## config.mk

```make
export PLATFORM = sky130hd
export DESIGN_NAME = pwm_block
export DESIGN_NICKNAME = d
export VERILOG_FILES = /design/src/rtl/pwm_block.sv
export SDC_FILE = /design/constraint.sdc
export NUM_CORES = 1
export LEC_CHECK = 0
export ABC_CLOCK_PERIOD_IN_PS = 3710
export BUFFER_PORTS_ARGS = -buffer_cell sky130_fd_sc_hd__buf_2
export CAP_MARGIN = 30
export CORE_MARGIN = 8
export CORE_UTILIZATION = 45
export DETAILED_ROUTE_END_ITERATION = 7
export GPL_ROUTABILITY_DRIVEN = 0
export MAX_ROUTING_LAYER = met4
export PLACE_DENSITY_LB_ADDON = 0.1
export SLEW_MARGIN = 20
export SYNTH_ARGS = -nofsm -noshare
export SYNTH_HDL_FRONTEND = slang
export SYNTH_SLANG_ARGS = --single-unit
```

## constraint.sdc

```tcl
create_clock -name iSysClk -period 3.71 [get_ports iSysClk]
set_input_delay 0.5565 -clock iSysClk [delete_from_list [all_inputs] [get_ports iSysClk]]
set_output_delay 0.5565 -clock iSysClk [all_outputs]
set_load 0.03 [all_outputs]
```

## src/rtl/pwm_block.sv

```systemverilog
// pwm_block: single-channel PWM generator with a CSR slave on the USI bus.
//
// Registers (byte offsets within the selected block):
//   0x00 CTRL   bit0 EN
//   0x04 PERIOD [15:0] period in clock cycles
//   0x08 DUTY   [15:0] high cycles per period
//
// Ports:
//   iSysClk    system clock, rising edge
//   iSysRst    asynchronous active-low reset
//   iSUsiWd    write data
//   iSUsiAdrs  byte address, block field [pBusAdrsBit -: pBlockAdrsMap], offset [7:0]
//   iSUsiWCke  write strobe
//   oSUsiRd    read data (1-cycle latency)
//   oSUsiREd   read data valid
//   oPwm       PWM output
//
// Build option: define PWM_READBACK_EN to enable CSR readback; otherwise
// oSUsiRd/oSUsiREd are tied to 0.
module pwm_block #(
  parameter int pBlockAdrsMap = 8,
  parameter int pAdrsMap      = 2,
  parameter int pBusAdrsBit   = 15
) (
  input  logic        iSysClk,
  input  logic        iSysRst,
  input  logic [31:0] iSUsiWd,
  input  logic [15:0] iSUsiAdrs,
  input  logic        iSUsiWCke,
  output logic [31:0] oSUsiRd,
  output logic        oSUsiREd,
  output logic        oPwm
);

  localparam logic [7:0] OFS_CTRL   = 8'h00;
  localparam logic [7:0] OFS_PERIOD = 8'h04;
  localparam logic [7:0] OFS_DUTY   = 8'h08;

  logic        w_sel;
  logic [7:0]  w_ofs;
  logic        w_wr;
  logic        w_active;
  logic        w_wrap;
  logic        w_unused;

  logic        r_en;
  logic [15:0] r_period;
  logic [15:0] r_duty;
  logic        r_run;
  logic [15:0] r_act_period;
  logic [15:0] r_act_duty;
  logic [15:0] r_cnt;
  logic        r_pwm;

  assign w_sel    = (iSUsiAdrs[pBusAdrsBit -: pBlockAdrsMap] == pBlockAdrsMap'(pAdrsMap));
  assign w_ofs    = iSUsiAdrs[7:0];
  assign w_wr     = iSUsiWCke & w_sel;
  assign w_unused = ^iSUsiWd[31:16];

  // CSR write path
  always_ff @(posedge iSysClk or negedge iSysRst) begin
    if (!iSysRst) begin
      r_en     <= 1'b0;
      r_period <= '0;
      r_duty   <= '0;
    end else if (w_wr) begin
      case (w_ofs)
        OFS_CTRL:   r_en     <= iSUsiWd[0];
        OFS_PERIOD: r_period <= iSUsiWd[15:0];
        OFS_DUTY:   r_duty   <= iSUsiWd[15:0];
        default:    ;
      endcase
    end
  end

  // r_run lags EN by one cycle so the counter starts one edge after the
  // enable write and the first high output lands one edge later still.
  // Gating with r_en as well makes a disable take effect on the next edge.
  assign w_active = r_en & r_run & (r_act_period != '0);
  assign w_wrap   = w_active & (r_cnt == r_act_period - 16'd1);

  always_ff @(posedge iSysClk or negedge iSysRst) begin
    if (!iSysRst) begin
      r_run        <= 1'b0;
      r_act_period <= '0;
      r_act_duty   <= '0;
      r_cnt        <= '0;
      r_pwm        <= 1'b0;
    end else begin
      r_run <= r_en;
      // Active copies track the CSRs while idle and are refreshed only at a
      // wrap while running, so a mid-period write never glitches the output.
      if (!w_active || w_wrap) begin
        r_act_period <= r_period;
        r_act_duty   <= r_duty;
        r_cnt        <= '0;
      end else begin
        r_cnt        <= r_cnt + 16'd1;
      end
      r_pwm <= w_active & (r_cnt < r_act_duty);
    end
  end

  assign oPwm = r_pwm;

`ifdef PWM_READBACK_EN
  logic [31:0] w_rd_mux;
  logic [31:0] r_rd;
  logic        r_red;

  always_comb begin
    w_rd_mux = '0;
    case (w_ofs)
      OFS_CTRL:   w_rd_mux = {31'd0, r_en};
      OFS_PERIOD: w_rd_mux = {16'd0, r_period};
      OFS_DUTY:   w_rd_mux = {16'd0, r_duty};
      default:    w_rd_mux = '0;
    endcase
  end

  // A write cycle never produces a read response.
  always_ff @(posedge iSysClk or negedge iSysRst) begin
    if (!iSysRst) begin
      r_rd  <= '0;
      r_red <= 1'b0;
    end else if (w_sel && !iSUsiWCke) begin
      r_rd  <= w_rd_mux;
      r_red <= 1'b1;
    end else begin
      r_rd  <= '0;
      r_red <= 1'b0;
    end
  end

  assign oSUsiRd  = r_rd;
  assign oSUsiREd = r_red;
`else
  assign oSUsiRd  = '0;
  assign oSUsiREd = 1'b0;
`endif

endmodule

```

==> results by stage <==
Yosys:
- Of the total synthesized cell area, the portion taken by XOR and XNOR cells is 0.0664.
- The area share of and/or/nand/nor cells after synthesis is 0.117.
- Of the post-synthesis cell area, the part taken by muxes is 0.163.
- By area the synthesized netlist is led by sky130_fd_sc_hd__dfrtp_1 (46%), sky130_fd_sc_hd__mux2_2 (13%), sky130_fd_sc_hd__buf_4 (5.7%), sky130_fd_sc_hd__ha_1 (5.0%), sky130_fd_sc_hd__xnor2_1 (4.7%).
- The synthesis-stage register bit count is 83.
- After synthesis, the largest family of logic cells by area is multiplexers.
- Of the total synthesized cell area, the portion taken by full adders, half adders and majority gates is 0.0502.
- During synthesis, Yosys emitted a total of 0 warnings.
- The post-synthesis compound-gate area fraction is 0.0474.
- Of all cell types, the one taking the most synthesized area is sky130_fd_sc_hd__dfrtp_1.
- The post-synthesis instance area is around 0.0045 sq mm.
- The share of synthesized area in the top cell type comes to 0.463.
- In this run, distinct cell masters in the synthesized netlist total 46.
- After synthesis, the mean cell area works out to 11.5 sq um.
- Counting every instance in the synthesized netlist gives 391.
- The share of the Yosys chip area taken by registers is 0.463.

STA:
- The highest clock frequency the design can meet is around 310 MHz.
- The count of endpoints failing hold in the final timing report is 0.
- Adding up every negative setup slack in the final design gives 0 ns.
- Setup repair after global routing left no endpoint under its margin.
- The total of endpoints with negative setup slack in the final report is 0.
- The final worst slack is 0.523 ns.
- Measured against its own limit, the worst slew margin works out to 0.475.
- At the pin with the least slew margin, the transition time is 0.786 ns.
- The total count of max-transition violations in the final report is 0.
- Between clock sinks in the finished design, the worst skew comes to 0.00934 ns.
- The time the worst path needs with I/O delays and setup is 3.19 ns.
- The share of the cycle needed by the critical path after routing is 0.859.
- The worst hold margin is 0.182 ns.

Setup path:
- Walking the worst path, the cells encountered are inv_1 -> ha_1 -> or3b_2 -> nor4_1 -> xnor2_1 -> nor4b_1 -> o2111ai_1 -> nand2_2 -> buf_4 -> mux2_2.
- Of all nets on the critical path, the largest fanout is 15.
- The critical path's slowest cell is sky130_fd_sc_hd__or3b_2.
- For this run, the slowest stage of the critical path takes 0.48 ns.
- The endpoint arrival time on the critical path is 3.42 ns.
- The total stage count of the critical path is 10.
- The kind of start point of the critical path is a flip-flop.
- Grouping stages by cell kind, the critical path spends the most delay in simple AND/OR/NAND/NOR gates.
- The critical path contains buffers and inverters numbering 2 combined.
- STA classifies the critical path endpoint as a flip-flop.
- The worst register-to-register path has a depth of 10.
- The category of the most critical setup path is reg -> reg.
- The required arrival time at the worst endpoint is 3.94 ns.

Route:
- The initial detailed-routing violation count is 85.
- For this run, design rule violations remaining after detail routing come to 0.
- The wire length reported by the detailed router is 8.86 mm.
- After detailed routing, the average wire length per cell comes to around 16 microns.
- The routed via count is around 2800.
- The first detailed-routing pass ran for 4 iterations.
- Dividing the detail-routed via count by the number of cells gives roughly 5.
- The number of routed nets with antenna violations is 0.

Floorplanning:
- The core region is 0.00973 sq mm.
- The vertical die dimension is 116 microns.
- The die outline area is 0.0134 sq mm.
- The placement row count is 36.
- The die is 116 microns wide.
- The effective utilization at floorplan is 0.461.
- Pin placement for this block handled between 80 and 90 I/O pins.

Global route:
- The via count of the first global-routing pass came to 2961.
- The global router's overall resource usage is 0.145.
- The number of antenna violations at the first check in global routing is 0.
- The final global-route overflow total is 0.
- The first-pass GRT wire length is roughly 15 mm.
- The pin count of the biggest net entering global routing is 44.

Finish:
- The final layout contains between 400 and 500 nets.
- The multi-input combinational cells in the finished layout cover a total of 0.00212 sq mm.
- Fill cells in the final layout number about 940.
- The post-route cell area is 0.00492 sq mm.
- In the final layout, the share of cells above drive strength 1 is 0.256.
- Relative to the synthesized area, the layout overhead comes to 9.66%.
- The flip-flop and latch area is 0.00208 sq mm.
- The end-of-flow core utilization is 0.505.
- Leaving out filler cells and counting taps, the final layout contains 566.
- The number of antenna diodes in the final layout is 0.

Clock tree:
- The later pin in the worst-skew pair is clocked with a latency of 0.35 ns.
- After clock tree synthesis, the clock-pin slew on the worst setup and hold paths is ~0.080 ns.
- In this run, post-CTS hold repair placed 0 buffers.
- The clock tree from TritonCTS is built.
- In this run the deepest clock path goes through 2 buffers.
- In this run, CTS created clock tree buffers numbering 9.
- The cell at the root of the clock tree is sky130_fd_sc_hd__clkbuf_8.
- Post-CTS repair changed the size of 0 cells.
- The clock sink count is between 80 and 90.
- The H-tree depth is 3.
- Once the clock tree was built, the setup fixing pass inserted 0 buffers.

Place:
- Port buffering added 35 buffers.
- Summed over all nets, the half-perimeter wirelength after detailed placement is 6.64 mm.
- The worst setup timing slack at the placement stage is roughly 0.53 ns.
- The cell total after placement is 551.
- The placed instances occupy a cell area of 0.00468 sq mm.

Hold path:
- The min-delay analysis places its worst path in the category in -> async.

Power:
- The maximum ir drop on the vdd rail is 0.000196 V.
- The total power divided by cell area is 361 mW/mm^2.
- The cell leakage power is 2.45 nW.
- The total power of the final layout is between 1.5 and 2 mW.

Run:
- The number of maximum-capacitance violations is 0.

Run status:
- The flow ran to the end, and the final reports show no timing, DRC or antenna violations.
-- per-layer routing --
| metal | wire length [microns] | part of all wire | GRT usage | up-vias |
|---|---|---|---|---|
| li1 | - | - | - | 1366 |
| met1 | 4290 | 0.48 | 0.189 | 1407 |
| met2 | 4180 | 0.47 | 0.224 | 38 |
| met3 | 320 | 0.036 | 0.0313 | 5 |
| met4 | 75 | 0.0085 | 0.0389 | 0 |
| met5 | 0 | 0 | - | - |
-- final timing paths --
kind                                  from        endpoint  slack, ns
setup / recovery           r_act_period[0]  r_act_duty[15]       0.52
hold / removal                     iSysRst            r_en       0.18
max in group asynchronous          iSysRst     r_period[9]       2.91
setup reg to reg           r_act_period[0]  r_act_duty[15]       0.52
hold reg to reg                       r_en           r_run       0.41
min in group iSysClk                  r_en           r_run       0.41
-- cell type report --
type                    count  share of cell area
multi-input cells         276               0.432
flip-flops and latches     83               0.422
repair buffers             39              0.0473
well taps                 133              0.0339
clock buffers              11              0.0288
clock inverters             4              0.0201
inverters                  20              0.0153
-- synthesized netlist by cell type (all sizes together) --
cell type	number
a2bb2oi	1
o211a	1
a21o	3
a21boi	1
conb	1
a21oi	4
and3	5
mux2	65
buf	39
o2111ai	3
xor2	10
nand3	8
or4	4
o21a	1
nor4b	4
nand4	3
o41ai	1
nand2b	3
a2111oi	3
o21bai	1
nor2	25
ha	18
clkbuf	5
or3	3
or3b	2
nor3b	2
xnor2	24
inv	20
nor4	6
nor2b	5
a2111o	1
a32oi	1
nand3b	1
a31oi	1
dfrtp	83
nor3	8
and2	1
nand2	15
and3b	2
o21ai	7
-- where the power goes --
group	internal [mW]	switching, mW	leakage [nW]
sequential	0.904	0.000205	1.16
combinational	0.0170	0.0703	1.17
clock	0.464	0.319	0.120
-- worst reg2reg max path, cell delays in order, from the launching register on --
cell	delay, ns
sky130_fd_sc_hd__dfrtp_1	0.47
sky130_fd_sc_hd__inv_1	0.12
sky130_fd_sc_hd__ha_1	0.35
sky130_fd_sc_hd__or3b_2	0.48
sky130_fd_sc_hd__nor4_1	0.23
sky130_fd_sc_hd__xnor2_1	0.12
sky130_fd_sc_hd__nor4b_1	0.32
sky130_fd_sc_hd__o2111ai_1	0.22
sky130_fd_sc_hd__nand2_2	0.15
sky130_fd_sc_hd__buf_4	0.24
sky130_fd_sc_hd__mux2_2	0.36
-- cells in the final DEF (no fill, tap or decap), types with 3 or more instances in the layout --
| cell type | netlist | routed |
|---|---|---|
| sky130_fd_sc_hd__o2111ai_1 | 3 | 3 |
| sky130_fd_sc_hd__xor2_1 | 10 | 10 |
| sky130_fd_sc_hd__o21ai_0 | 7 | 7 |
| sky130_fd_sc_hd__nand3_1 | 8 | 8 |
| sky130_fd_sc_hd__inv_1 | 20 | 20 |
| sky130_fd_sc_hd__buf_2 | 0 | 34 |
| sky130_fd_sc_hd__nor2b_1 | 5 | 5 |
| sky130_fd_sc_hd__nand2b_1 | 3 | 3 |
| sky130_fd_sc_hd__nor3_1 | 8 | 8 |
| sky130_fd_sc_hd__a21o_1 | 3 | 3 |
| sky130_fd_sc_hd__xnor2_1 | 24 | 24 |
| sky130_fd_sc_hd__buf_4 | 34 | 3 |
| sky130_fd_sc_hd__nand2_1 | 15 | 14 |
| sky130_fd_sc_hd__dfrtp_1 | 83 | 83 |
| sky130_fd_sc_hd__nand4_1 | 3 | 3 |
| sky130_fd_sc_hd__conb_1 | 1 | 33 |
| sky130_fd_sc_hd__a21oi_1 | 4 | 4 |
| sky130_fd_sc_hd__nor2_1 | 25 | 25 |
| sky130_fd_sc_hd__ha_1 | 18 | 18 |
| sky130_fd_sc_hd__mux2_1 | 14 | 14 |
| sky130_fd_sc_hd__or3_1 | 3 | 3 |
| sky130_fd_sc_hd__nor4_1 | 5 | 5 |
| sky130_fd_sc_hd__clkbuf_8 | 0 | 10 |
| sky130_fd_sc_hd__and3_1 | 5 | 5 |
| sky130_fd_sc_hd__mux2_2 | 51 | 51 |
| sky130_fd_sc_hd__nor4b_1 | 4 | 4 |
| sky130_fd_sc_hd__or4_1 | 3 | 3 |
| sky130_fd_sc_hd__bufinv_16 | 0 | 3 |
-- flip-flops by register name (all words and copies together), names as in the netlist --
register      flops
r_act_duty       16
oPwm              1
r_cnt            16
r_act_period     16
r_run             1
r_duty           16
r_en              1
r_period         16
-- kinds of logic (layout without fill, tap and decap cells) --
logic type / after synthesis / after routing
other: 1 / 33
buffers and inverters: 64 / 74
and+or+nand+nor: 97 / 97
DFF: 83 / 83
adders and majority gates: 18 / 18
muxes: 65 / 65
xor gates and xnor gates: 34 / 34
AOI/OAI and AO/OA: 29 / 29
Note: power is estimated with default switching activity, not from simulation.
